## src/rtl/pc_redirect_ctrl.sv

```systemverilog
// Pipeline PC redirect and hazard controller: EX/MEM branch latch, load-use
// stall sequencing, jump/branch flush generation and saturating statistics.
module pc_redirect_ctrl #(
    parameter int unsigned LU_STALL = 1,
    parameter int unsigned CNT_W    = 16
) (
    input  logic             clk,
    input  logic             reset,
    input  logic [4:0]       id_rs,
    input  logic [4:0]       id_rt,
    input  logic             idex_memread,
    input  logic [4:0]       idex_rt,
    input  logic             id_jump,
    input  logic             ex_branch,
    input  logic             ex_zero,
    input  logic [31:0]      ex_branch_target,
    output logic             pcwrite,
    output logic             ifid_write,
    output logic             ifid_flush,
    output logic             idex_flush,
    output logic             exmem_flush,
    output logic             branch_ex_mem,
    output logic             zero_flag_ex_mem,
    output logic [31:0]      pc_branch_target_ex_mem,
    output logic             pc_redirect,
    output logic [CNT_W-1:0] stall_cnt,
    output logic [CNT_W-1:0] flush_cnt
);

    localparam int unsigned BCNT_W    = 2;
    localparam logic [BCNT_W-1:0] BCNT_LAST = BCNT_W'(LU_STALL - 1);

    typedef enum logic {
        RUN   = 1'b0,
        STALL = 1'b1
    } state_t;

    state_t            state, state_nx;
    logic [BCNT_W-1:0] bcnt, bcnt_nx;
    logic              hazard;

    assign pc_redirect = branch_ex_mem & zero_flag_ex_mem;

    assign hazard = idex_memread && (idex_rt != 5'd0) &&
                    ((idex_rt == id_rs) || (idex_rt == id_rt));

    // EX/MEM latch; a taken branch squashes the branch flag of its successor
    always_ff @(posedge clk or negedge reset) begin
        if (!reset) begin
            branch_ex_mem           <= 1'b0;
            zero_flag_ex_mem        <= 1'b0;
            pc_branch_target_ex_mem <= 32'd0;
        end else begin
            branch_ex_mem           <= pc_redirect ? 1'b0 : ex_branch;
            zero_flag_ex_mem        <= ex_zero;
            pc_branch_target_ex_mem <= ex_branch_target;
        end
    end

    always_ff @(posedge clk or negedge reset) begin
        if (!reset) begin
            state <= RUN;
            bcnt  <= '0;
        end else begin
            state <= state_nx;
            bcnt  <= bcnt_nx;
        end
    end

    // Control outputs are gated by reset so they clear without a clock edge
    always_comb begin
        state_nx    = state;
        bcnt_nx     = bcnt;
        pcwrite     = 1'b1;
        ifid_write  = 1'b1;
        ifid_flush  = 1'b0;
        idex_flush  = 1'b0;
        exmem_flush = 1'b0;
        if (!reset) begin
            pcwrite    = 1'b0;
            ifid_write = 1'b0;
            state_nx   = RUN;
            bcnt_nx    = '0;
        end else if (pc_redirect) begin
            ifid_flush  = 1'b1;
            idex_flush  = 1'b1;
            exmem_flush = 1'b1;
            state_nx    = RUN;
            bcnt_nx     = '0;
        end else begin
            case (state)
                RUN: begin
                    if (hazard) begin
                        pcwrite    = 1'b0;
                        ifid_write = 1'b0;
                        idex_flush = 1'b1;
                        if (LU_STALL > 1) begin
                            state_nx = STALL;
                            bcnt_nx  = BCNT_W'(1);
                        end
                    end else if (id_jump) begin
                        ifid_flush = 1'b1;
                    end
                end
                STALL: begin
                    pcwrite    = 1'b0;
                    ifid_write = 1'b0;
                    idex_flush = 1'b1;
                    if (bcnt == BCNT_LAST) begin
                        state_nx = RUN;
                        bcnt_nx  = '0;
                    end else begin
                        bcnt_nx = bcnt + BCNT_W'(1);
                    end
                end
                default: begin
                    state_nx = RUN;
                    bcnt_nx  = '0;
                end
            endcase
        end
    end

    // Saturating statistics counters
    always_ff @(posedge clk or negedge reset) begin
        if (!reset) begin
            stall_cnt <= '0;
            flush_cnt <= '0;
        end else begin
            if (!pcwrite && (stall_cnt != '1))
                stall_cnt <= stall_cnt + CNT_W'(1);
            if (pc_redirect && (flush_cnt != '1))
                flush_cnt <= flush_cnt + CNT_W'(1);
        end
    end

endmodule

```

## config.mk

```make
export PLATFORM = sky130hd
export DESIGN_NAME = pc_redirect_ctrl
export DESIGN_NICKNAME = d
export VERILOG_FILES = /design/src/rtl/pc_redirect_ctrl.sv
export SDC_FILE = /design/constraint.sdc
export NUM_CORES = 1
export LEC_CHECK = 0
export CAP_MARGIN = 25
export CORE_UTILIZATION = 50
export CTS_CLUSTER_DIAMETER = 60
export DETAILED_ROUTE_END_ITERATION = 16
export DONT_BUFFER_PORTS = 1
export SYNTH_ARGS = -nofsm -noshare
export SYNTH_HDL_FRONTEND = slang
export SYNTH_SLANG_ARGS = --single-unit
```

## constraint.sdc

```tcl
create_clock -name clk -period 6.2 [get_ports clk]
set_clock_uncertainty 0.2 [all_clocks]
set_input_delay 1.55 -clock clk [delete_from_list [all_inputs] [get_ports clk]]
set_output_delay 1.55 -clock clk [all_outputs]
set_load 0.03 [all_outputs]
```

---- Word level (Yosys, flattened, before mapping) ----
Cells that the tools add are included.
Widths: inputs -> output; s select.
storage, ports and cells
  flip-flop bits (word level) ............. 69
  latch bits .............................. 0
  memory bits (writable) .................. 0
  ROM bits ................................ 0
  input port bits ......................... 53
  memories kept ........................... 0
operators by class
  $add $sub $neg .......................... 3
  multipliers ............................. 0
  divide/modulo/power cells ............... 0
  $lt $le $gt $ge ......................... 0
  equality and inequality tests ........... 5
  shifts and indexed selects .............. 0
  multiplexer cells ....................... 24
  bitwise gates (word level) .............. 2
  reduce and logical (&&, ||, !) cells .... 8
operators with widths
  kind                   count
  $add 16x1->16 const B  2
  $ne 16x16->1 const B   2
  $mux 1                 18
  $eq 5x5->1             2
  $mux 2                 4
  $reduce_bool 5->1      1
  $logic_and 1x1->1      4
  $pmux 1 s2             2
  $ne 3x1->1 const B     1
  $add 2x1->2 const B    1
  $logic_not 2->1        1
  $and 1x1->1            1
  $logic_not 1->1        1
  $logic_or 1x1->1       1
  $not 1->1              1

---- Depth between registers and ports, before layout ----
  word-level depth ........................ 9
  mapped depth ............................ 7

---- Worst setup path after synthesis ----
No wires, ideal clock.
  path type ............................... input port to output port
  start point ............................. input idex_rt[1]
  end point ............................... output pcwrite
  arrival ................................. 3.003 ns
  slack ................................... 1.447 ns
  stages .................................. 7
  path buffers ............................ 2
  path through ............................ or4_1 > o21a_1 > nand2_2 > o21bai_4 > buf_6 > inv_1 > buf_4
between the ends
  word-level cells in the longest chain between the ends .. 7
  elaborated cells on any way between the ends .. 10
RTL lines
  item                                                          RTL line  text
  start, declared                                               12        input logic [4:0] idex_rt,
  $eq 5x5->1 / $reduce_bool 5->1 (equally long branches)        45, 44
  $logic_or 1x1->1 / $logic_and 1x1->1 (equally long branches)  45, 44
  $logic_and 1x1->1 *                                           44        assign hazard = idex_memread && (idex_rt != 5'd0) &&
  $mux 1 *                                                      n/a
  $pmux 1 s2 *                                                  n/a
  $mux 1 * (2 in series)                                        n/a
  end, declared                                                 17        output logic pcwrite,
Mark *: on every way between the ends. The rest lies on a longest branch, timed or not.

---- Final worst setup path ----
  start point ............................. input idex_rt[2]
  end point ............................... output idex_flush
between the ends
  word-level cells in the longest chain between the ends .. 7
  elaborated cells on any way between the ends .. 10
RTL lines
  item                                                          RTL line  text
  $eq 5x5->1 / $reduce_bool 5->1 (equally long branches)        45, 44
  $logic_or 1x1->1 / $logic_and 1x1->1 (equally long branches)  45, 44
  $logic_and 1x1->1 *                                           44
  $mux 1 *                                                      93        if (hazard) begin
  $pmux 1 s2 *                                                  91        case (state)
  $mux 1 *                                                      84        end else if (pc_redirect) begin
  $mux 1 *                                                      79        if (!reset) begin
  end, declared                                                 20        output logic idex_flush,
Marks and branches as above.

==> impl_metrics.json <==
{
  "run_status": "finished, final reports clean",
  "hp-class": "flop to flop",
  "whs_ns": 0.364,
  "min_period_ns": 4.82,
  "switching_share": 0.358,
  "clock-sinks": 69,
  "max_stage_delay_ns": 0.76,
  "synth_edf_count": 0,
  "ys.flop_type": "dfrtp_1",
  "drc": 0,
  "p_int_uw": 695,
  "ctsResizeCount": 0,
  "io_buffers": 0,
  "grt_overflow_total": 0,
  "io_pins": 125,
  "syn_area_sq_um": 2780,
  "initial_core_util": 0.530,
  "grt_pass1_wl_mm": 8.42,
  "final_nets": 276,
  "vdd_drop_max_v": 0.000186,
  "regToRegSetupSlack_ns": 3.52,
  "yosysWarningCount": 0,
  "htreeDepth": 3,
  "drt-total-wl_mm": 5.13,
  "fin_tns_setup_ns": 0,
  "fmax_mhz": 207,
  "cap_violations": 0,
  "power_uw": 1080,
  "crit_chain": "xor2_1, nor3_1, a22oi_1, or2b_1, a21boi_0",
  "ant_nets": 0,
  "yosysUniqueCellTypes": 37,
  "antenna_found_initial": 0,
  "drive_gt1_frac": 0.161,
  "required_ns": 4.45,
  "cts_buffers": 9,
  "leakage_uw": 0.00133,
  "firstDrtPassIters": 4,
  "report.final.slew_viol_count": 0,
  "ys_top_cells_by_area": "dfrtp_1 (62%), xnor2_1 (7.3%), xor2_1 (5.4%), nand3_2 (2.5%), and3_1 (2.0%)",
  "fillers": 438,
  "async_flop_share": 1.00,
  "ys_seq_area_frac": 0.622,
  "netSwitchingPower_uw": 388,
  "slew_headroom": 0.346,
  "final_cell_mix": "dfrtp_1 (69), xnor2_1 (23), xor2_1 (17), nand2_1 (15)",
  "syn_nets": 268,
  "tightest_slew_ns": 0.973,
  "hpwl_mm": 3.79,
  "gp_congestion": 0.781,
  "p_comb_frac": 0.086,
  "dieArea_sq_um": 5860,
  "path_clk_slew_ns": 0.07,
  "grt.total_usage": 0.191,
  "grt_max_degree": 74,
  "final_core_util": 0.577,
  "final_area_sq_um": 3020,
  "yosysTopAreaCellShare": 0.622,
  "power_frac_seq": 0.609,
  "avgRoutedWirePerCell_um": 17.5,
  "drt-initial-drc-count": 53,
  "die_h_um": 76.5,
  "fp.dieW_um": 76.5,
  "grt_setup_unrepaired": "no",
  "fp.coreArea_sq_um": 5240,
  "postCtsSetupRepairBufs": 0,
  "hold_violations": 0,
  "post-route-period-util": 0.778,
  "hold_buffers": 0,
  "synth_seq_cells": 69,
  "cts_tree": "done",
  "syn_area_per_cell_sq_um": 13.2,
  "startpoint_type": "input pin",
  "cp-end-kind": "output port",
  "final_common_cell": "dfrtp_1",
  "synth_top_cell_by_area": "dfrtp_1",
  "areaGrowthSynthToFinish_pct": 8.87,
  "pwr_density_cell_nw_per_um2": 358,
  "slowest_stage": "a21boi_0",
  "setup_viol_count_final": 0,
  "placed_area_sq_um": 2840,
  "clk_latency_ns": 0.34,
  "worst-path-max-fanout": 3,
  "first_global_vias": 1751,
  "crit_arrival_ns": 3.07,
  "cts.path.max_buffers": 2,
  "rows": 26,
  "synthCells": 211,
  "insertedDiodeCount": 0,
  "clkPwrFrac": 0.305,
  "drt-vias-per-instance": 5.53,
  "vias": 1625,
  "clockRootBuffer": "clkbuf_8",
  "worstSetupPathType": "input pin to output port"
}
metrics by stage:
stage,setup slack (ns),std cells
2_1_floorplan,1.45,211
3_3_place_gp,1.42,278
3_5_place_dp,1.36,278
4_1_cts,1.36,294
5_1_grt,1.26,294
6_report,1.38,294
kinds of logic (layout without fill, tap and decap cells):
group / count (synthesis) / count (layout) / synth area share
buffers and inverters: 8 / 21 / 0.0153
XOR/XNOR: 40 / 40 / 0.126
flip-flops: 69 / 69 / 0.622
adder cells (fa/ha/maj): 4 / 4 / 0.0180
multiplexers: 4 / 4 / 0.0153
AND/OR/NAND/NOR: 78 / 78 / 0.178
AO/OA/AOI/OAI: 8 / 8 / 0.0257
per-layer routing:
metal	up-vias	wire length, um	track usage
li1	727	-	-
met2	69	2580	0.306
met5	-	0	0
met4	0	143	0.119
met3	11	392	0.0719
met1	818	2020	0.214
cells in the mapped netlist (all sizes together) (3+ instances only):
master / count
nand3: 16
ha: 4
xor2: 17
nand4: 8
nor2: 9
and3: 11
inv: 5
nand2: 18
xnor2: 23
nor3: 6
dfrtp: 69
buf: 3
area by class of cell:
class                           count  area (sq um)  share of cell area
Inverter                            5          18.8             0.00621
Clock inverter                      7          58.8              0.0194
Sequential cell                    69          1730               0.571
Clock buffer                        9           124              0.0410
Multi-Input combinational cell    134          1010               0.333
Tap cell                           70          87.6              0.0290
state kept, by name, indices dropped and copies added, names as in the netlist:
name                     count
bcnt                         2
flush_cnt                   16
pc_branch_target_ex_mem     32
branch_ex_mem                1
stall_cnt                   16
state                        1
zero_flag_ex_mem             1
power groups by stage:
stage	sequential (uW)	clock, uW	combinational, uW
after floorplan	650	0	81.4
after global placement	668	0	87.5
after detailed placement	670	0	94.5
after global routing	669	360	107
final	659	330	93.6
after CTS	661	340	95.0
worst max-delay path, delay by kind of cell:
family / cells / cell delay [ns]
AOI/OAI and AO/OA: 2 / 0.91
and+or+nand+nor: 2 / 0.48
xor gates and xnor gates: 1 / 0.15
worst paths after layout:
kind	endpoint	depth (start not counted)	start
min in group asynchronous	flush_cnt[15]$_DFFE_PN0P_	0	reset
worst min register to register	bcnt[1]$_DFFE_PN0P_	2	bcnt[1]$_DFFE_PN0P_
max in group asynchronous	pc_branch_target_ex_mem[29]$_DFF_PN0_	0	reset
worst max register to register	stall_cnt[1]$_DFFE_PN0P_	6	stall_cnt[0]$_DFFE_PN0P_
worst max-delay path	idex_flush	5	idex_rt[2]
worst min-delay path	bcnt[1]$_DFFE_PN0P_	2	bcnt[1]$_DFFE_PN0P_
Power figures use the tool's default switching activity.
